===== src/rtl/shared_ram_arb_pkg.sv =====
// Shared RAM arbiter package: CPU-side FSM state type and RAM lane geometry.
package shared_ram_arb_pkg;

    typedef enum logic [0:0] {
        StIdle = 1'b0,
        StResp = 1'b1
    } cpu_state_e;

    localparam int unsigned LANES  = 4;
    localparam int unsigned LANE_W = 8;

endpackage


===== src/rtl/shared_ram_arb.sv =====
// Shared RAM arbiter: one 32-bit single-port RAM (four 8-bit lanes) shared by a
// USB byte port that is never stalled and a CPU word port that waits for free
// cycles.
//
// Ports
//   i_clk, i_rst                 clock, asynchronous active-high reset
//   i_cpu_valid/addr/wdata/wstrb CPU request (wstrb == 0 means read), held until ready
//   o_cpu_ready, o_cpu_rdata     one-cycle completion pulse and read word
//   i_usb_ren/wen/addr/wdata     USB byte access strobes, address and write byte
//   o_usb_rdata                  USB read byte, valid the cycle after i_usb_ren
//   o_ram_ce/addr/wdata/we       RAM control, word address, write word, lane enables
//   i_ram_rdata                  registered RAM output, valid one cycle after ce
//   o_cpu_stall_cnt              saturating blocked-cycle count of the current request
//   o_cpu_starve                 sticky: stall count reached STARVE_LIMIT
module shared_ram_arb
    import shared_ram_arb_pkg::*;
#(
    parameter int unsigned AW           = 10,
    parameter int unsigned STARVE_LIMIT = 64
) (
    input  logic          i_clk,
    input  logic          i_rst,
    input  logic          i_cpu_valid,
    input  logic [AW-1:0] i_cpu_addr,
    input  logic [31:0]   i_cpu_wdata,
    input  logic [3:0]    i_cpu_wstrb,
    output logic          o_cpu_ready,
    output logic [31:0]   o_cpu_rdata,
    input  logic          i_usb_ren,
    input  logic          i_usb_wen,
    input  logic [AW-1:0] i_usb_addr,
    input  logic [7:0]    i_usb_wdata,
    output logic [7:0]    o_usb_rdata,
    output logic          o_ram_ce,
    output logic [AW-3:0] o_ram_addr,
    output logic [31:0]   o_ram_wdata,
    output logic [3:0]    o_ram_we,
    input  logic [31:0]   i_ram_rdata,
    output logic [7:0]    o_cpu_stall_cnt,
    output logic          o_cpu_starve
);

    localparam logic [7:0] StarveCnt = 8'(STARVE_LIMIT);

    cpu_state_e state_q, state_d;
    logic [7:0] stall_cnt_q, stall_cnt_d;
    logic       starve_q, starve_d;
    logic [1:0] lane_sel_q;

    logic usb_acc;
    logic cpu_grant;
    logic cpu_block;

    // CPU addresses are word aligned; the byte offset is ignored.
    logic unused_cpu_addr;
    assign unused_cpu_addr = ^i_cpu_addr[1:0];

    assign usb_acc = i_usb_ren | i_usb_wen;

    // CPU FSM: a grant is only possible from IDLE on a cycle without USB traffic.
    always_comb begin
        state_d   = state_q;
        cpu_grant = 1'b0;
        cpu_block = 1'b0;
        case (state_q)
            StIdle: begin
                if (i_cpu_valid) begin
                    if (usb_acc) begin
                        cpu_block = 1'b1;
                    end else begin
                        cpu_grant = 1'b1;
                        state_d   = StResp;
                    end
                end
            end
            StResp:  state_d = StIdle;
            default: state_d = StIdle;
        endcase
    end

    // Stall count holds across an abandoned request and clears only on a grant.
    always_comb begin
        stall_cnt_d = stall_cnt_q;
        if (cpu_grant) begin
            stall_cnt_d = '0;
        end else if (cpu_block && (stall_cnt_q != 8'hFF)) begin
            stall_cnt_d = stall_cnt_q + 8'd1;
        end
        // Compared against the next count so the flag rises together with the count.
        starve_d = starve_q | (stall_cnt_d >= StarveCnt);
    end

    // RAM port mux. USB always wins; idle cycles leave the CPU fields on addr/wdata.
    always_comb begin
        o_ram_ce    = 1'b0;
        o_ram_addr  = i_cpu_addr[AW-1:2];
        o_ram_wdata = i_cpu_wdata;
        o_ram_we    = 4'b0000;
        if (usb_acc) begin
            o_ram_ce    = 1'b1;
            o_ram_addr  = i_usb_addr[AW-1:2];
            o_ram_wdata = {LANES{i_usb_wdata}};
            // ren together with wen is a write
            o_ram_we    = i_usb_wen ? (4'b0001 << i_usb_addr[1:0]) : 4'b0000;
        end else if (cpu_grant) begin
            o_ram_ce = 1'b1;
            o_ram_we = i_cpu_wstrb;
        end
        // Keep the RAM quiet while reset is held, even if USB strobes are active.
        if (i_rst) begin
            o_ram_ce = 1'b0;
            o_ram_we = 4'b0000;
        end
    end

    always_ff @(posedge i_clk or posedge i_rst) begin
        if (i_rst) begin
            state_q     <= StIdle;
            stall_cnt_q <= '0;
            starve_q    <= 1'b0;
            lane_sel_q  <= '0;
        end else begin
            state_q     <= state_d;
            stall_cnt_q <= stall_cnt_d;
            starve_q    <= starve_d;
            if (i_usb_ren) begin
                lane_sel_q <= i_usb_addr[1:0];
            end
        end
    end

    // RAM output is registered, so a USB access in RESP cannot disturb the CPU word.
    assign o_cpu_ready     = (state_q == StResp);
    assign o_cpu_rdata     = i_ram_rdata;
    assign o_usb_rdata     = i_ram_rdata[LANE_W*lane_sel_q +: LANE_W];
    assign o_cpu_stall_cnt = stall_cnt_q;
    assign o_cpu_starve    = starve_q;

endmodule


===== config.mk =====
export PLATFORM = sky130hd
export DESIGN_NAME = shared_ram_arb
export DESIGN_NICKNAME = d
export VERILOG_FILES = /design/src/rtl/shared_ram_arb_pkg.sv /design/src/rtl/shared_ram_arb.sv
export SDC_FILE = /design/constraint.sdc
export NUM_CORES = 1
export LEC_CHECK = 0
export BUFFER_PORTS_ARGS = -buffer_cell sky130_fd_sc_hd__buf_2
export CAP_MARGIN = 20
export CORE_AREA = 2 2 76 78
export CTS_CLUSTER_DIAMETER = 60
export DETAILED_ROUTE_END_ITERATION = 7
export DIE_AREA = 0 0 78 80
export GPL_TIMING_DRIVEN = 0
export PLACE_DENSITY = 0.72
export SETUP_SLACK_MARGIN = 0.1
export SLEW_MARGIN = 20
export SYNTH_ARGS = -nofsm -noshare
export SYNTH_HDL_FRONTEND = slang
export SYNTH_SLANG_ARGS = --single-unit

===== constraint.sdc =====
create_clock -name i_clk -period 1.8 [get_ports i_clk]
set_clock_uncertainty 0.05 [all_clocks]
set_input_delay 0.18 -clock i_clk [delete_from_list [all_inputs] [get_ports i_clk]]
set_output_delay 0.18 -clock i_clk [all_outputs]
set_load 0.1 [all_outputs]

==> impl_metrics.json <==
{
  "outcome": "finished with violations",
  "violations": "hold timing",
  "synth-edff-count": 0,
  "grt_pass1_wl_um": 9650,
  "clk_latency_ns": 0.25,
  "path_delay_family": "buffers and inverters",
  "reg2reg_to": "o_cpu_starve",
  "period_share": 0.965,
  "avgViaCountPerCell": 4.64,
  "p_leak_nw": 1.76,
  "die_w_um": 78,
  "max-slew-margin-rel": 0.664,
  "powerDensity_mw_per_mm2": 954,
  "dr.pass1.iters": 4,
  "hp-class": "in -> async",
  "hold_viol": 12,
  "instances_no_fill": 440,
  "yosys.area.top_type": "dfrtp_1",
  "wl_um": 6600,
  "worst_setup_path_end_kind": "output pin",
  "synthTopCellsByArea": "dfrtp_1 20%, buf_4 16%, a21o_1 16%",
  "synth_cell_types": 37,
  "final-setup-viol-count": 0,
  "place_congestion": 0.809,
  "finalMaxSlewViolations": 0,
  "antenna_found_initial": 0,
  "crit_type": "in -> out",
  "r2r_cells": 5,
  "cp.required_ns": 1.57,
  "crit_path_max_fanout": 10,
  "cts_sinks": 12,
  "rsz0062_at_grt": "yes",
  "syn_area_sq_mm": 0.00151,
  "worst_setup_path_endpoint": "o_ram_wdata[15]",
  "seq_area_frac_synth": 0.199,
  "postCtsHoldBufs": 0,
  "initial_core_util": 0.279,
  "cts_tree": "done",
  "dp_cells": 430,
  "synthArstFlopShare": 1.00,
  "synth.most_common_cell": "buf_4",
  "core_region_area_sq_mm": 0.00541,
  "cts_root_buf": "clkbuf_8",
  "cts_buffers": 3,
  "drive_above_1_share": 0.788,
  "syn2layout_area_growth_pct": 106,
  "grt_pass1_vias": 1957,
  "cp.depth": 6,
  "nFillCells": 504,
  "synthCells": 165,
  "avgSynthCellArea_sq_um": 9.13,
  "cp.arrival_ns": 1.51,
  "crit_chain": "buf_2, or2_2, buf_4, and2_1, a21o_1, clkbuf_4",
  "drc_errors": 0,
  "antenna_left": 0,
  "grt.overflow.total": 0,
  "startpoint": "i_usb_ren",
  "io_buffers": 193,
  "min_period_ns": 1.74,
  "wl_per_cell_um": 15.0,
  "cts.clk_slew.worst_paths_ns": 0.05,
  "yosysTopAreaCellShare": 0.199,
  "start_kind": "primary input",
  "drt-initial-drc-count": 61,
  "rows": 27,
  "num_vias": 2043,
  "critPathMaxStageDelay_ns": 0.33,
  "pre_cts_slack_ns": -0.429,
  "grt_max_degree": 13,
  "fin_ws_ns": 0.0623,
  "ys_seq_elements": 12,
  "drv_cap": 0,
  "place_hpwl_um": 5220,
  "cp_slowest_cell": "or2_2",
  "grtUsageTotal": 0.194,
  "max-vdd-ir-drop_mv": 1.07,
  "synth_common_cells": "33 x buf_4, 32 x a21o_1, 12 x dfrtp_1",
  "finalNetCount": 471,
  "dieArea_sq_mm": 0.00624,
  "crit_buf_inv": 3,
  "max_freq_ghz": 0.575,
  "worstMarginPinSlew_ns": 0.508,
  "ctsHtreeMaxLevel": 1,
  "post-route-util": 0.574,
  "ys_warn_count": 0,
  "synth_ff_type": "dfrtp_1",
  "synth_fp_nets": 267,
  "r2r_setup_slack_ns": 0.17,
  "r2r_start": "o_cpu_ready",
  "num_io_pins": 196,
  "cts.path.max_buffers": 2,
  "antennaDiodeCount": 0,
  "hold_ws_ns": -0.0133,
  "die_y_um": 80
}
-- layout by cell type, fill, tap and decap left out, types with 2 or more instances in the layout --
master and instances:
nand2_4 2, or3_1 2, a32oi_2 2, buf_6 32, nor3_1 2, clkbuf_2 2, buf_4 49, nand2_1 4
buf_12 3, buf_2 149, dfrtp_1 3, clkbuf_8 4, inv_1 4, buf_8 2, mux2i_1 3, a21o_1 32
and2_1 8, dfrtp_4 8, mux2_2 10, mux4_2 8, nand3_1 3, nor2_4 4, nor2_1 4, a21oi_1 2
-- where the power goes --
group          switching (mW)  internal [mW]
logic                    1.69          0.548
clock network           0.103          0.193
registers              0.0786          0.344
-- how the worst min path moves through the flow --
stage / endpoint / start / cells past startpoint
after floorplan: lane_sel_q[0] / i_rst / 1
after global placement: o_cpu_stall_cnt[1] / i_rst / 2
after detailed placement: o_cpu_stall_cnt[1] / i_rst / 2
after CTS: o_cpu_stall_cnt[3] / i_rst / 2
after global routing: o_cpu_stall_cnt[3] / i_rst / 2
final: o_cpu_stall_cnt[3] / i_rst / 2
-- through the flow --
step / hold WS, ns / instance area [sq um] / setup TNS (ns) / total power, mW
after global placement: 0.269 / 2690 / -15.37 / 2.49
after global routing: 0.0327 / 3100 / 0 / 3.07
after detailed placement: 0.280 / 2690 / -16.09 / 2.51
after CTS: 0.0138 / 2990 / 0 / 2.93
after floorplan: -0.00521 / 1630 / -2.01 / 2.15
final: -0.0133 / 3100 / 0 / 2.96
-- routing by layer --
layer | GRT usage | routed length [um] | up-vias | share of wire
li1 | - | - | 975 | -
met1 | 0.223 | 2420 | 964 | 0.37
met2 | 0.378 | 3690 | 93 | 0.56
met3 | 0.0226 | 396 | 11 | 0.060
met4 | 0.0474 | 97 | 0 | 0.015
met5 | 0 | 0 | - | 0
-- area by class of cell --
class / instances / area (sq um) / share of cell area
Buffer: 38 / 282 / 0.0908
Clock buffer: 4 / 55.1 / 0.0178
Inverter: 5 / 23.8 / 0.00767
Multi-Input combinational cell: 109 / 1020 / 0.328
Sequential cell: 12 / 332 / 0.107
Tap cell: 72 / 90.1 / 0.0291
Timing Repair Buffer: 200 / 1300 / 0.419
-- repair_timing --
| action | in CTS | in global routing |
|---|---|---|
| gates resized for setup | 71 | 28 |
| pin swaps | 4 | 0 |
| setup buffers | 5 | 1 |
| endpoints found under the setup margin | 53 | 37 |
| gates cloned | 1 | 0 |
-- registers in the layout, summed over array words and instances (netlist names) --
| register | count |
|---|---|
| lane_sel_q | 2 |
| o_cpu_ready | 1 |
| o_cpu_stall_cnt | 8 |
| o_cpu_starve | 1 |
-- cell families (layout without fill, tap and decap cells) --
logic type | after synthesis | in the layout | synth area share
xor+xnor | 1 | 1 | 0.00582
mux | 21 | 21 | 0.214
simple gates | 39 | 39 | 0.140
flops | 12 | 12 | 0.199
buf+inv | 44 | 247 | 0.194
compound gates | 47 | 47 | 0.238
fa+ha+maj | 1 | 1 | 0.00830
No activity file was read; power rests on OpenSTA's default activity.
